$ cat config.mk
export PLATFORM = sky130hd
export DESIGN_NAME = execute_muldiv_flat
export DESIGN_NICKNAME = d
export VERILOG_FILES = /design/src/rtl/execute_muldiv_pkg.sv /design/src/rtl/execute_muldiv_if.sv /design/src/rtl/execute_muldiv_muldiv_iter.sv /design/src/rtl/execute_muldiv.sv /design/src/flat_wrapper.sv
export SDC_FILE = /design/constraint.sdc
export NUM_CORES = 2
export LEC_CHECK = 0
export ABC_CLOCK_PERIOD_IN_PS = 7230
export BUFFER_PORTS_ARGS = -buffer_cell sky130_fd_sc_hd__buf_4
export CORE_MARGIN = 3
export CORE_UTILIZATION = 47
export CTS_BUF_LIST = sky130_fd_sc_hd__clkbuf_8
export DETAILED_ROUTE_END_ITERATION = 10
export PLACE_DENSITY = 0.67
export SETUP_SLACK_MARGIN = 0.05
export SYNTH_ARGS = -nofsm -noshare
export SYNTH_HDL_FRONTEND = slang
export SYNTH_HIERARCHICAL = 1
export SYNTH_SLANG_ARGS = --single-unit
$ cat constraint.sdc
create_clock -name clk -period 7.23 [get_ports clk]
set_input_delay 0.3615 -clock clk [delete_from_list [all_inputs] [get_ports clk]]
set_output_delay 0.3615 -clock clk [all_outputs]
set_load 0.01 [all_outputs]
$ cat src/rtl/execute_muldiv_pkg.sv
// Shared types for the execute stage: ALU ops (including the M extension),
// forwarding selects and the iterative multiply/divide state machine.
package execute_muldiv_pkg;

    typedef enum logic [4:0] {
        ALU_ADD    = 5'd0,
        ALU_SUB    = 5'd1,
        ALU_AND    = 5'd2,
        ALU_OR     = 5'd3,
        ALU_XOR    = 5'd4,
        ALU_SLL    = 5'd5,
        ALU_SRL    = 5'd6,
        ALU_SRA    = 5'd7,
        ALU_SLT    = 5'd8,
        ALU_SLTU   = 5'd9,
        ALU_MUL    = 5'd16,
        ALU_MULH   = 5'd17,
        ALU_MULHSU = 5'd18,
        ALU_MULHU  = 5'd19,
        ALU_DIV    = 5'd20,
        ALU_DIVU   = 5'd21,
        ALU_REM    = 5'd22,
        ALU_REMU   = 5'd23
    } alu_control_t;

    typedef enum logic [1:0] {
        FWD_REG = 2'd0,
        FWD_W   = 2'd1,
        FWD_M   = 2'd2
    } forward_t;

    typedef enum logic {
        ALU_SRC_REG = 1'b0,
        ALU_SRC_IMM = 1'b1
    } alu_src_t;

    typedef enum logic [1:0] {
        JUMP_SRC_PC  = 2'd0,
        JUMP_SRC_REG = 2'd1
    } jump_src_t;

    typedef enum logic [1:0] {
        MD_IDLE = 2'd0,
        MD_RUN  = 2'd1,
        MD_DONE = 2'd2
    } muldiv_state_t;

    function automatic logic is_muldiv(input alu_control_t op);
        return op inside {ALU_MUL, ALU_MULH, ALU_MULHSU, ALU_MULHU,
                          ALU_DIV, ALU_DIVU, ALU_REM, ALU_REMU};
    endfunction

    function automatic logic is_div(input alu_control_t op);
        return op inside {ALU_DIV, ALU_DIVU, ALU_REM, ALU_REMU};
    endfunction

    // Operand signedness for the M ops (rs1 / rs2 respectively).
    function automatic logic op_signed_a(input alu_control_t op);
        return op inside {ALU_MUL, ALU_MULH, ALU_MULHSU, ALU_DIV, ALU_REM};
    endfunction

    function automatic logic op_signed_b(input alu_control_t op);
        return op inside {ALU_MUL, ALU_MULH, ALU_DIV, ALU_REM};
    endfunction

endpackage

$ cat src/rtl/execute_muldiv_if.sv
// Decode/control inputs and E-stage outputs of the execute stage.
interface execute_muldiv_if #(
    parameter int XLEN = 32
);
    import execute_muldiv_pkg::*;

    logic [XLEN-1:0] d_rs1_value, d_rs2_value, d_pc, d_imm_ext, d_pc_plus_4;
    logic [4:0]      d_rs1, d_rs2, d_rd;
    logic            d_valid;
    logic [XLEN-1:0] m_alu_result, w_result;
    logic            e_flush, e_hold;
    forward_t        e_forward_a, e_forward_b;
    alu_src_t        e_alu_src;
    alu_control_t    e_alu_control;
    logic            e_invert_cond;
    jump_src_t       e_jump_src;

    logic [4:0]      e_rs1, e_rs2, e_rd;
    logic [XLEN-1:0] e_pc_target;
    logic            e_take_branch;
    logic [XLEN-1:0] e_alu_result, e_write_data, e_pc_plus_4;
    logic            e_valid, e_busy;

    modport master (
        output d_rs1_value, d_rs2_value, d_pc, d_imm_ext, d_pc_plus_4,
               d_rs1, d_rs2, d_rd, d_valid, m_alu_result, w_result,
               e_flush, e_hold, e_forward_a, e_forward_b, e_alu_src,
               e_alu_control, e_invert_cond, e_jump_src,
        input  e_rs1, e_rs2, e_rd, e_pc_target, e_take_branch,
               e_alu_result, e_write_data, e_pc_plus_4, e_valid, e_busy
    );

    modport slave (
        input  d_rs1_value, d_rs2_value, d_pc, d_imm_ext, d_pc_plus_4,
               d_rs1, d_rs2, d_rd, d_valid, m_alu_result, w_result,
               e_flush, e_hold, e_forward_a, e_forward_b, e_alu_src,
               e_alu_control, e_invert_cond, e_jump_src,
        output e_rs1, e_rs2, e_rd, e_pc_target, e_take_branch,
               e_alu_result, e_write_data, e_pc_plus_4, e_valid, e_busy
    );

endinterface

$ cat src/rtl/execute_muldiv_muldiv_iter.sv
// Radix-2 iterative multiply/divide: one shift-add or restoring-divide step
// per cycle on operand magnitudes, signs fixed up on the way out.
module muldiv_iter
    import execute_muldiv_pkg::*;
#(
    parameter int XLEN  = 32,
    parameter int CNT_W = $clog2(XLEN) + 1
) (
    input  logic            clk,
    input  logic            reset_n,
    input  logic            start,
    input  alu_control_t    op,
    input  logic [XLEN-1:0] a,
    input  logic [XLEN-1:0] b,
    input  logic            flush,
    input  logic            hold,
    output logic            busy,
    output logic            done,
    output logic [XLEN-1:0] result
);

    muldiv_state_t     state, state_nxt;
    logic [CNT_W-1:0]  count;
    alu_control_t      op_q;
    logic [XLEN-1:0]   acc_hi, acc_lo, opnd, a_orig;
    logic              res_neg, rem_neg, b_zero;
    logic              a_neg, b_neg;
    logic [XLEN-1:0]   a_mag, b_mag;
    logic [XLEN:0]     mul_sum, div_shift;
    logic              div_ge;
    logic [XLEN-1:0]   div_rem;
    logic [2*XLEN-1:0] prod, prod_fix;

    function automatic logic [XLEN-1:0] negate(input logic [XLEN-1:0] v);
        return '0 - v;
    endfunction

    always_ff @(posedge clk) begin
        if (!reset_n) state <= MD_IDLE;
        else          state <= state_nxt;
    end

    always_comb begin
        state_nxt = state;
        busy      = 1'b0;
        case (state)
            MD_IDLE: begin
                if (start) begin
                    busy = 1'b1;
                    if (!flush) state_nxt = MD_RUN;
                end
            end
            MD_RUN: begin
                busy = 1'b1;
                if (flush)                     state_nxt = MD_IDLE;
                else if (count == CNT_W'(1))   state_nxt = MD_DONE;
            end
            MD_DONE: begin
                if (flush || !hold) state_nxt = MD_IDLE;
            end
            default: state_nxt = MD_IDLE;
        endcase
    end

    assign done = (state == MD_DONE);

    always_comb begin
        a_neg     = op_signed_a(op) && a[XLEN-1];
        b_neg     = op_signed_b(op) && b[XLEN-1];
        a_mag     = a_neg ? negate(a) : a;
        b_mag     = b_neg ? negate(b) : b;
        mul_sum   = {1'b0, acc_hi} + (acc_lo[0] ? {1'b0, opnd} : '0);
        div_shift = {acc_hi, acc_lo[XLEN-1]};
        div_ge    = (div_shift >= {1'b0, opnd});
        div_rem   = div_ge ? XLEN'(div_shift - {1'b0, opnd}) : div_shift[XLEN-1:0];
    end

    // Operands are captured at start; forwarding sources move while E stalls.
    always_ff @(posedge clk) begin
        if (state == MD_IDLE && start) begin
            op_q    <= op;
            count   <= CNT_W'(XLEN);
            a_orig  <= a;
            b_zero  <= (b == '0);
            res_neg <= a_neg ^ b_neg;
            rem_neg <= a_neg;
            acc_hi  <= '0;
            if (is_div(op)) begin
                acc_lo <= a_mag;
                opnd   <= b_mag;
            end else begin
                acc_lo <= b_mag;
                opnd   <= a_mag;
            end
        end else if (state == MD_RUN) begin
            count <= count - 1'b1;
            if (is_div(op_q)) begin
                acc_hi <= div_rem;
                acc_lo <= {acc_lo[XLEN-2:0], div_ge};
            end else begin
                acc_hi <= mul_sum[XLEN:1];
                acc_lo <= {mul_sum[0], acc_lo[XLEN-1:1]};
            end
        end
    end

    always_comb begin
        prod     = {acc_hi, acc_lo};
        prod_fix = res_neg ? ('0 - prod) : prod;
        result   = '0;
        case (op_q)
            ALU_MUL:                          result = prod_fix[XLEN-1:0];
            ALU_MULH, ALU_MULHSU, ALU_MULHU:  result = prod_fix[2*XLEN-1:XLEN];
            ALU_DIV, ALU_DIVU:
                result = b_zero ? '1 : (res_neg ? negate(acc_lo) : acc_lo);
            ALU_REM, ALU_REMU:
                result = b_zero ? a_orig : (rem_neg ? negate(acc_hi) : acc_hi);
            default:                          result = '0;
        endcase
    end

endmodule

$ cat src/rtl/execute_muldiv.sv
// Execute stage: D->E register, operand forwarding, ALU, branch target and
// the multi-cycle M-extension unit that stalls the front end via e_busy.
module execute_muldiv
    import execute_muldiv_pkg::*;
#(
    parameter int XLEN  = 32,
    parameter int CNT_W = $clog2(XLEN) + 1
) (
    input logic             clk,
    input logic             reset_n,
    execute_muldiv_if.slave bus
);

    localparam int SH_W = $clog2(XLEN);

    logic [XLEN-1:0] e_rs1_value, e_rs2_value, e_pc, e_imm_ext, e_pc_plus_4;
    logic [4:0]      e_rs1, e_rs2, e_rd;
    logic            e_valid;
    logic [XLEN-1:0] src_a, src_b, write_data, alu_out, md_result;
    logic            md_start, md_busy, md_done;

    function automatic logic [XLEN-1:0] fwd_sel(input forward_t sel,
                                                input logic [XLEN-1:0] reg_v,
                                                input logic [XLEN-1:0] w_v,
                                                input logic [XLEN-1:0] m_v);
        case (sel)
            FWD_REG: return reg_v;
            FWD_W:   return w_v;
            FWD_M:   return m_v;
            default: return '0;
        endcase
    endfunction

    function automatic logic [XLEN-1:0] alu_f(input alu_control_t ctrl,
                                              input logic [XLEN-1:0] a,
                                              input logic [XLEN-1:0] b);
        logic signed [XLEN-1:0] a_s;
        logic signed [XLEN-1:0] b_s;
        logic [SH_W-1:0]        sh;
        a_s = a;
        b_s = b;
        sh  = b[SH_W-1:0];
        case (ctrl)
            ALU_ADD:  return a + b;
            ALU_SUB:  return a - b;
            ALU_AND:  return a & b;
            ALU_OR:   return a | b;
            ALU_XOR:  return a ^ b;
            ALU_SLL:  return a << sh;
            ALU_SRL:  return a >> sh;
            ALU_SRA:  return a_s >>> sh;
            ALU_SLT:  return {{(XLEN-1){1'b0}}, (a_s < b_s)};
            ALU_SLTU: return {{(XLEN-1){1'b0}}, (a < b)};
            default:  return '0;
        endcase
    endfunction

    // D->E boundary: flush beats everything, busy/hold freeze the slot.
    always_ff @(posedge clk) begin
        if (!reset_n || bus.e_flush) begin
            e_rs1_value <= '0;
            e_rs2_value <= '0;
            e_pc        <= '0;
            e_imm_ext   <= '0;
            e_pc_plus_4 <= '0;
            e_rs1       <= '0;
            e_rs2       <= '0;
            e_rd        <= '0;
            e_valid     <= 1'b0;
        end else if (!(md_busy || bus.e_hold)) begin
            e_rs1_value <= bus.d_rs1_value;
            e_rs2_value <= bus.d_rs2_value;
            e_pc        <= bus.d_pc;
            e_imm_ext   <= bus.d_imm_ext;
            e_pc_plus_4 <= bus.d_pc_plus_4;
            e_rs1       <= bus.d_rs1;
            e_rs2       <= bus.d_rs2;
            e_rd        <= bus.d_rd;
            e_valid     <= bus.d_valid;
        end
    end

    always_comb begin
        src_a      = fwd_sel(bus.e_forward_a, e_rs1_value, bus.w_result, bus.m_alu_result);
        write_data = fwd_sel(bus.e_forward_b, e_rs2_value, bus.w_result, bus.m_alu_result);
        src_b      = (bus.e_alu_src == ALU_SRC_IMM) ? e_imm_ext : write_data;
        alu_out    = alu_f(bus.e_alu_control, src_a, src_b);
        md_start   = e_valid && is_muldiv(bus.e_alu_control);
    end

    muldiv_iter #(
        .XLEN  (XLEN),
        .CNT_W (CNT_W)
    ) u_muldiv (
        .clk     (clk),
        .reset_n (reset_n),
        .start   (md_start),
        .op      (bus.e_alu_control),
        .a       (src_a),
        .b       (src_b),
        .flush   (bus.e_flush),
        .hold    (bus.e_hold),
        .busy    (md_busy),
        .done    (md_done),
        .result  (md_result)
    );

    assign bus.e_alu_result = md_done ? md_result : alu_out;

    always_comb begin
        case (bus.e_jump_src)
            JUMP_SRC_PC:  bus.e_pc_target = e_pc + e_imm_ext;
            JUMP_SRC_REG: bus.e_pc_target = bus.e_alu_result;
            default:      bus.e_pc_target = '0;
        endcase
    end

    // BEQ-style compares run SUB and rely on e_invert_cond to flip "non-zero".
    assign bus.e_take_branch = (alu_out != '0) ^ bus.e_invert_cond;
    assign bus.e_write_data  = write_data;
    assign bus.e_pc_plus_4   = e_pc_plus_4;
    assign bus.e_rs1         = e_rs1;
    assign bus.e_rs2         = e_rs2;
    assign bus.e_rd          = e_rd;
    assign bus.e_valid       = e_valid;
    assign bus.e_busy        = md_busy;

endmodule

$ cat src/flat_wrapper.sv
// flat-port wrapper written by rule: the top's interface ports become plain ports
module execute_muldiv_flat import execute_muldiv_pkg::*;
#(
    parameter int XLEN  = 32,
    parameter int CNT_W = $clog2(XLEN) + 1
)
  (clk, reset_n, bus_d_rs1_value, bus_d_rs2_value, bus_d_pc, bus_d_imm_ext, bus_d_pc_plus_4, bus_d_rs1, bus_d_rs2, bus_d_rd, bus_d_valid, bus_m_alu_result, bus_w_result, bus_e_flush, bus_e_hold, bus_e_forward_a, bus_e_forward_b, bus_e_alu_src, bus_e_alu_control, bus_e_invert_cond, bus_e_jump_src, bus_e_rs1, bus_e_rs2, bus_e_rd, bus_e_pc_target, bus_e_take_branch, bus_e_alu_result, bus_e_write_data, bus_e_pc_plus_4, bus_e_valid, bus_e_busy);
  execute_muldiv_if #(.XLEN(XLEN)) bus_i ();
  input logic clk;
  input logic reset_n;
  input wire logic [$bits(bus_i.d_rs1_value)-1:0] bus_d_rs1_value;
  input wire logic [$bits(bus_i.d_rs2_value)-1:0] bus_d_rs2_value;
  input wire logic [$bits(bus_i.d_pc)-1:0] bus_d_pc;
  input wire logic [$bits(bus_i.d_imm_ext)-1:0] bus_d_imm_ext;
  input wire logic [$bits(bus_i.d_pc_plus_4)-1:0] bus_d_pc_plus_4;
  input wire logic [$bits(bus_i.d_rs1)-1:0] bus_d_rs1;
  input wire logic [$bits(bus_i.d_rs2)-1:0] bus_d_rs2;
  input wire logic [$bits(bus_i.d_rd)-1:0] bus_d_rd;
  input wire logic [$bits(bus_i.d_valid)-1:0] bus_d_valid;
  input wire logic [$bits(bus_i.m_alu_result)-1:0] bus_m_alu_result;
  input wire logic [$bits(bus_i.w_result)-1:0] bus_w_result;
  input wire logic [$bits(bus_i.e_flush)-1:0] bus_e_flush;
  input wire logic [$bits(bus_i.e_hold)-1:0] bus_e_hold;
  input wire logic [$bits(bus_i.e_forward_a)-1:0] bus_e_forward_a;
  input wire logic [$bits(bus_i.e_forward_b)-1:0] bus_e_forward_b;
  input wire logic [$bits(bus_i.e_alu_src)-1:0] bus_e_alu_src;
  input wire logic [$bits(bus_i.e_alu_control)-1:0] bus_e_alu_control;
  input wire logic [$bits(bus_i.e_invert_cond)-1:0] bus_e_invert_cond;
  input wire logic [$bits(bus_i.e_jump_src)-1:0] bus_e_jump_src;
  output wire logic [$bits(bus_i.e_rs1)-1:0] bus_e_rs1;
  output wire logic [$bits(bus_i.e_rs2)-1:0] bus_e_rs2;
  output wire logic [$bits(bus_i.e_rd)-1:0] bus_e_rd;
  output wire logic [$bits(bus_i.e_pc_target)-1:0] bus_e_pc_target;
  output wire logic [$bits(bus_i.e_take_branch)-1:0] bus_e_take_branch;
  output wire logic [$bits(bus_i.e_alu_result)-1:0] bus_e_alu_result;
  output wire logic [$bits(bus_i.e_write_data)-1:0] bus_e_write_data;
  output wire logic [$bits(bus_i.e_pc_plus_4)-1:0] bus_e_pc_plus_4;
  output wire logic [$bits(bus_i.e_valid)-1:0] bus_e_valid;
  output wire logic [$bits(bus_i.e_busy)-1:0] bus_e_busy;
  assign bus_i.d_rs1_value = bus_d_rs1_value;
  assign bus_i.d_rs2_value = bus_d_rs2_value;
  assign bus_i.d_pc = bus_d_pc;
  assign bus_i.d_imm_ext = bus_d_imm_ext;
  assign bus_i.d_pc_plus_4 = bus_d_pc_plus_4;
  assign bus_i.d_rs1 = bus_d_rs1;
  assign bus_i.d_rs2 = bus_d_rs2;
  assign bus_i.d_rd = bus_d_rd;
  assign bus_i.d_valid = bus_d_valid;
  assign bus_i.m_alu_result = bus_m_alu_result;
  assign bus_i.w_result = bus_w_result;
  assign bus_i.e_flush = bus_e_flush;
  assign bus_i.e_hold = bus_e_hold;
  assign bus_i.e_forward_a = bus_e_forward_a;
  assign bus_i.e_forward_b = bus_e_forward_b;
  assign bus_i.e_alu_src = bus_e_alu_src;
  assign bus_i.e_alu_control = bus_e_alu_control;
  assign bus_i.e_invert_cond = bus_e_invert_cond;
  assign bus_i.e_jump_src = bus_e_jump_src;
  assign bus_e_rs1 = bus_i.e_rs1;
  assign bus_e_rs2 = bus_i.e_rs2;
  assign bus_e_rd = bus_i.e_rd;
  assign bus_e_pc_target = bus_i.e_pc_target;
  assign bus_e_take_branch = bus_i.e_take_branch;
  assign bus_e_alu_result = bus_i.e_alu_result;
  assign bus_e_write_data = bus_i.e_write_data;
  assign bus_e_pc_plus_4 = bus_i.e_pc_plus_4;
  assign bus_e_valid = bus_i.e_valid;
  assign bus_e_busy = bus_i.e_busy;
  execute_muldiv #(.XLEN(XLEN), .CNT_W(CNT_W)) u_core (.clk(clk), .reset_n(reset_n), .bus(bus_i));
endmodule
==> results.py <==
metrics = {
    "sta": {
        "worst_slew_pin_slew_ns": 1.144,
        "fmax_mhz": 141.4,
        "fin_skew_ns": 0.03532,
        "finalCritPeriodShare_pct": 97.80,
        "hold_viol": 0,
        "maxSlewViolCount": 0,
        "rsz0062_at_grt": "false",
        "holdWs_ns": 0.02586,
        "slew_headroom_pct": 23.27,
        "min_period_ns": 7.071,
        "setup_violations": 0,
        "tns_ns": 0,
    },
    "pwr": {
        "ir_drop_mv": 0.1718,
        "p_int_mw": 4.043,
        "switching_power_mw": 2.790,
        "pwr_density_cell_nw_per_um2": 170.5,
        "pwr-share-clk_pct": 28.7,
        "comb_power_share_pct": 40.5,
        "switching_share_pct": 40.83,
        "pwr-share-seq_pct": 30.7,
        "leakage_nw": 17.17,
    },
    "yosys": {
        "synth_fp_nets": 4983,
        "yosys-top-cells-area": "dfxtp_1, edfxtp_1, nand2_1",
        "yosysSeqAreaShare_pct": 22.54,
        "async_reset_ff_share_pct": 0,
        "yosysTopAreaCell": "dfxtp_1",
        "yosysWarnings": 6,
        "ys_seq_elements": 320,
        "avgSynthCellArea_um2": 7.308,
        "synthCells": 4521,
        "synthTopCellsByCount": "nand2_1, a21oi_1, nor2_1, mux2i_1, clkbuf_1",
        "synth_edf_count": 104,
        "yosysMostFrequentCell": "nand2_1",
        "ys_types": 102,
        "synth_area_um2": 33040,
        "ys.flop_type": "dfxtp_1",
        "yosysTopAreaCellShare_pct": 13.09,
    },
    "route": {
        "initialDrtViolationCount": 3948,
        "drtPass1Iterations": 6,
        "wl_per_cell_um": 27.90,
        "avgViaCountPerCell": 6.373,
        "drt_wl_total_um": 166200,
        "drcViolationCount": 0,
        "vias": 37960,
        "ant_nets": 0,
    },
    "global_routing": {
        "grt_pass1_vias": 36520,
        "grt_overflow": 0,
        "gr-usage-all-layers_pct": 43.16,
        "antenna_found_initial": 13,
        "grt_max_degree": 94,
        "grt_pass1_wl_um": 240800,
    },
    "setup_path": {
        "required_ns": 6.87,
        "crit_chain": "mux2i_1 > o21ai_0 > mux2i_1 > ha_1 > nor3_1 > nor4b_1 > nor4b_1 > o211a_1 > o31ai_1 > o21a_1 > a2111oi_0 > nor2_1 > nor4b_1 > o22ai_1 > mux2_2 > nor2_1 > a211oi_1 > buf_4",
        "cpMostUsedCell": "nor4b_1",
        "startpoint_type": "flip-flop",
        "path_buf_inv": 1,
        "reg2reg_from": "u_core/bus.e_valid",
        "critPathMaxStageDelay_ns": 0.57,
        "rr_endpoint": "u_core/e_rs2_value[13]",
        "end_kind": "output pin",
        "cpLargestDelayFamily": "compound AO/OA/AOI/OAI gates",
        "crit_cells": 18,
        "crit_arrival_ns": 6.71,
        "critPathMaxFanout": 7,
        "crit_type": "flip-flop to output pin",
        "ff2ff_path_depth": 11,
        "reg2reg_slack_ns": 2.05,
        "cp_slowest_cell": "nor4b_1",
    },
    "flow_run": {
        "max_cap_violations": 0,
    },
    "place": {
        "portBuffers": 402,
        "dp_hpwl_um": 130100,
        "place_congestion": 1.069,
        "placedCellCount": 5658,
    },
    "floorplan": {
        "fp.dieH_um": 271.1,
        "die_area_um2": 73510,
        "core-area_um2": 69070,
        "dieWidth_um": 271.1,
        "start_util_pct": 47.84,
        "num_rows": 96,
        "pin_count": 403,
    },
    "cells_and_area": {
        "syn_to_final_growth_pct": 21.34,
        "final_nets": 5428,
        "instances_no_fill": 5956,
        "drive_gt1_share_pct": 14.14,
    },
    "clock_network": {
        "path_clk_slew_ns": 0.07,
        "cts_made_buffers": 59,
        "h-tree-depth": 2,
        "clock_sinks": 320,
        "clk_path_buf_depth": 3,
        "cts_root_buf": "clkbuf_8",
        "tritoncts": "done",
        "clk_latency_ns": 0.73,
    },
    "worst_hold_path": {
        "hp-start": "bus_e_alu_control[1]",
        "hold_path.class": "primary input to flip-flop",
        "hold_end": "u_core/u_muldiv/op_q[1]",
        "whs_path_depth": 1,
    },
    "run_status": {
        "outcome": "finished clean",
    },
}
## how the worst max path moves through the flow
stage                               end             startpoint  slack [ns]
finish              bus_e_pc_target[31]  u_core/e_rs2_value[5]        0.16
global route        bus_e_pc_target[31]  u_core/e_rs2_value[5]        0.05
CTS                 bus_e_pc_target[31]  u_core/e_rs2_value[5]        0.40
detailed placement  bus_e_pc_target[31]     bus_e_forward_b[1]        0.54
global placement    bus_e_pc_target[31]     bus_e_forward_b[1]        0.78
floorplan             bus_e_take_branch     bus_e_forward_b[0]        1.22
## worst register-to-register path, delay by kind of cell, from the launching register on
| kind | cells | cell delay, ns |
|---|---|---|
| simple gates | 5 | 1.77 |
| flops | 1 | 0.54 |
| compound gates | 1 | 0.20 |
| buf+inv | 5 | 2.61 |
## layout by cell type, fill, tap and decap left out, types with 36 or more instances in the layout
cell type,instances
or3_1,36
o221ai_1,43
o22ai_1,65
o21ai_0,215
o31ai_1,37
nor2_1,351
clkbuf_8,76
a21o_1,64
nor3_1,95
nand2b_1,39
ha_1,200
mux2i_1,265
xnor2_1,129
buf_4,514
a21oi_1,501
nand3_1,63
o211ai_1,46
inv_1,183
o2bb2ai_1,36
a31oi_1,53
nand2_1,730
a211oi_1,43
dfxtp_1,216
o21ai_1,97
xor2_1,110
edfxtp_1,104
dlygate4sd3_1,178
## area by class of cell
class / instances / area (µm²)
diodes: 10 / 25.02
clock buffers: 76 / 1046
clock inverters: 34 / 276.5
fillers: 6567 / 28980
inverters: 174 / 654.4
multi-input cells: 3718 / 23810
flip-flops and latches: 320 / 7447
well taps: 931 / 1165
repair buffers: 693 / 5660
## timing repair
action / CTS / global route
endpoints found under the hold margin: 177 / 0
gates resized for setup: 0 / 0
setup buffers: 0 / 0
hold buffers: 178 / 0
## power groups by stage
stage                     registers [mW]  clock network (mW)  logic (mW)
after floorplan                     2.04                   0        1.69
after global placement              2.13                   0        2.58
after detailed placement            2.13                   0        2.58
after CTS                           2.09                1.98        2.68
after global routing                2.11                2.06        2.94
final                               2.10                1.96        2.77
## kinds of logic (layout without fill, tap and decap cells)
logic type	after synthesis	in the layout	share of synthesized area [%]
AND/OR/NAND/NOR	1535	1535	20.83
AO/OA/AOI/OAI	1434	1434	27.29
buffers and inverters	483	977	5.673
flip-flops	320	320	22.54
multiplexers	305	305	9.460
XOR/XNOR	239	239	6.336
adder cells (fa/ha/maj)	205	205	7.877
other	0	10	0
## routing by layer
metal | part of all wire, % | global-route usage [%]
met5 | 0.0042 | 0
met3 | 9.3 | 9.148
met1 | 37 | 50.62
met2 | 45 | 69.98
met4 | 8.7 | 31.12
## stage by stage
stage / worst slack [ns] / power, mW / area (µm²) / utilization [%]
after floorplan: 1.221 / 3.734 / 33040 / -
after global placement: 0.7838 / 4.715 / 36960 / 53.51
after detailed placement: 0.5442 / 4.710 / 36960 / 53.51
after CTS: 0.3960 / 6.757 / 40060 / 58.01
after global routing: 0.05358 / 7.111 / 40080 / 58.04
final: 0.1592 / 6.833 / 40090 / 58.04
No activity file was read; power rests on OpenSTA's default activity.
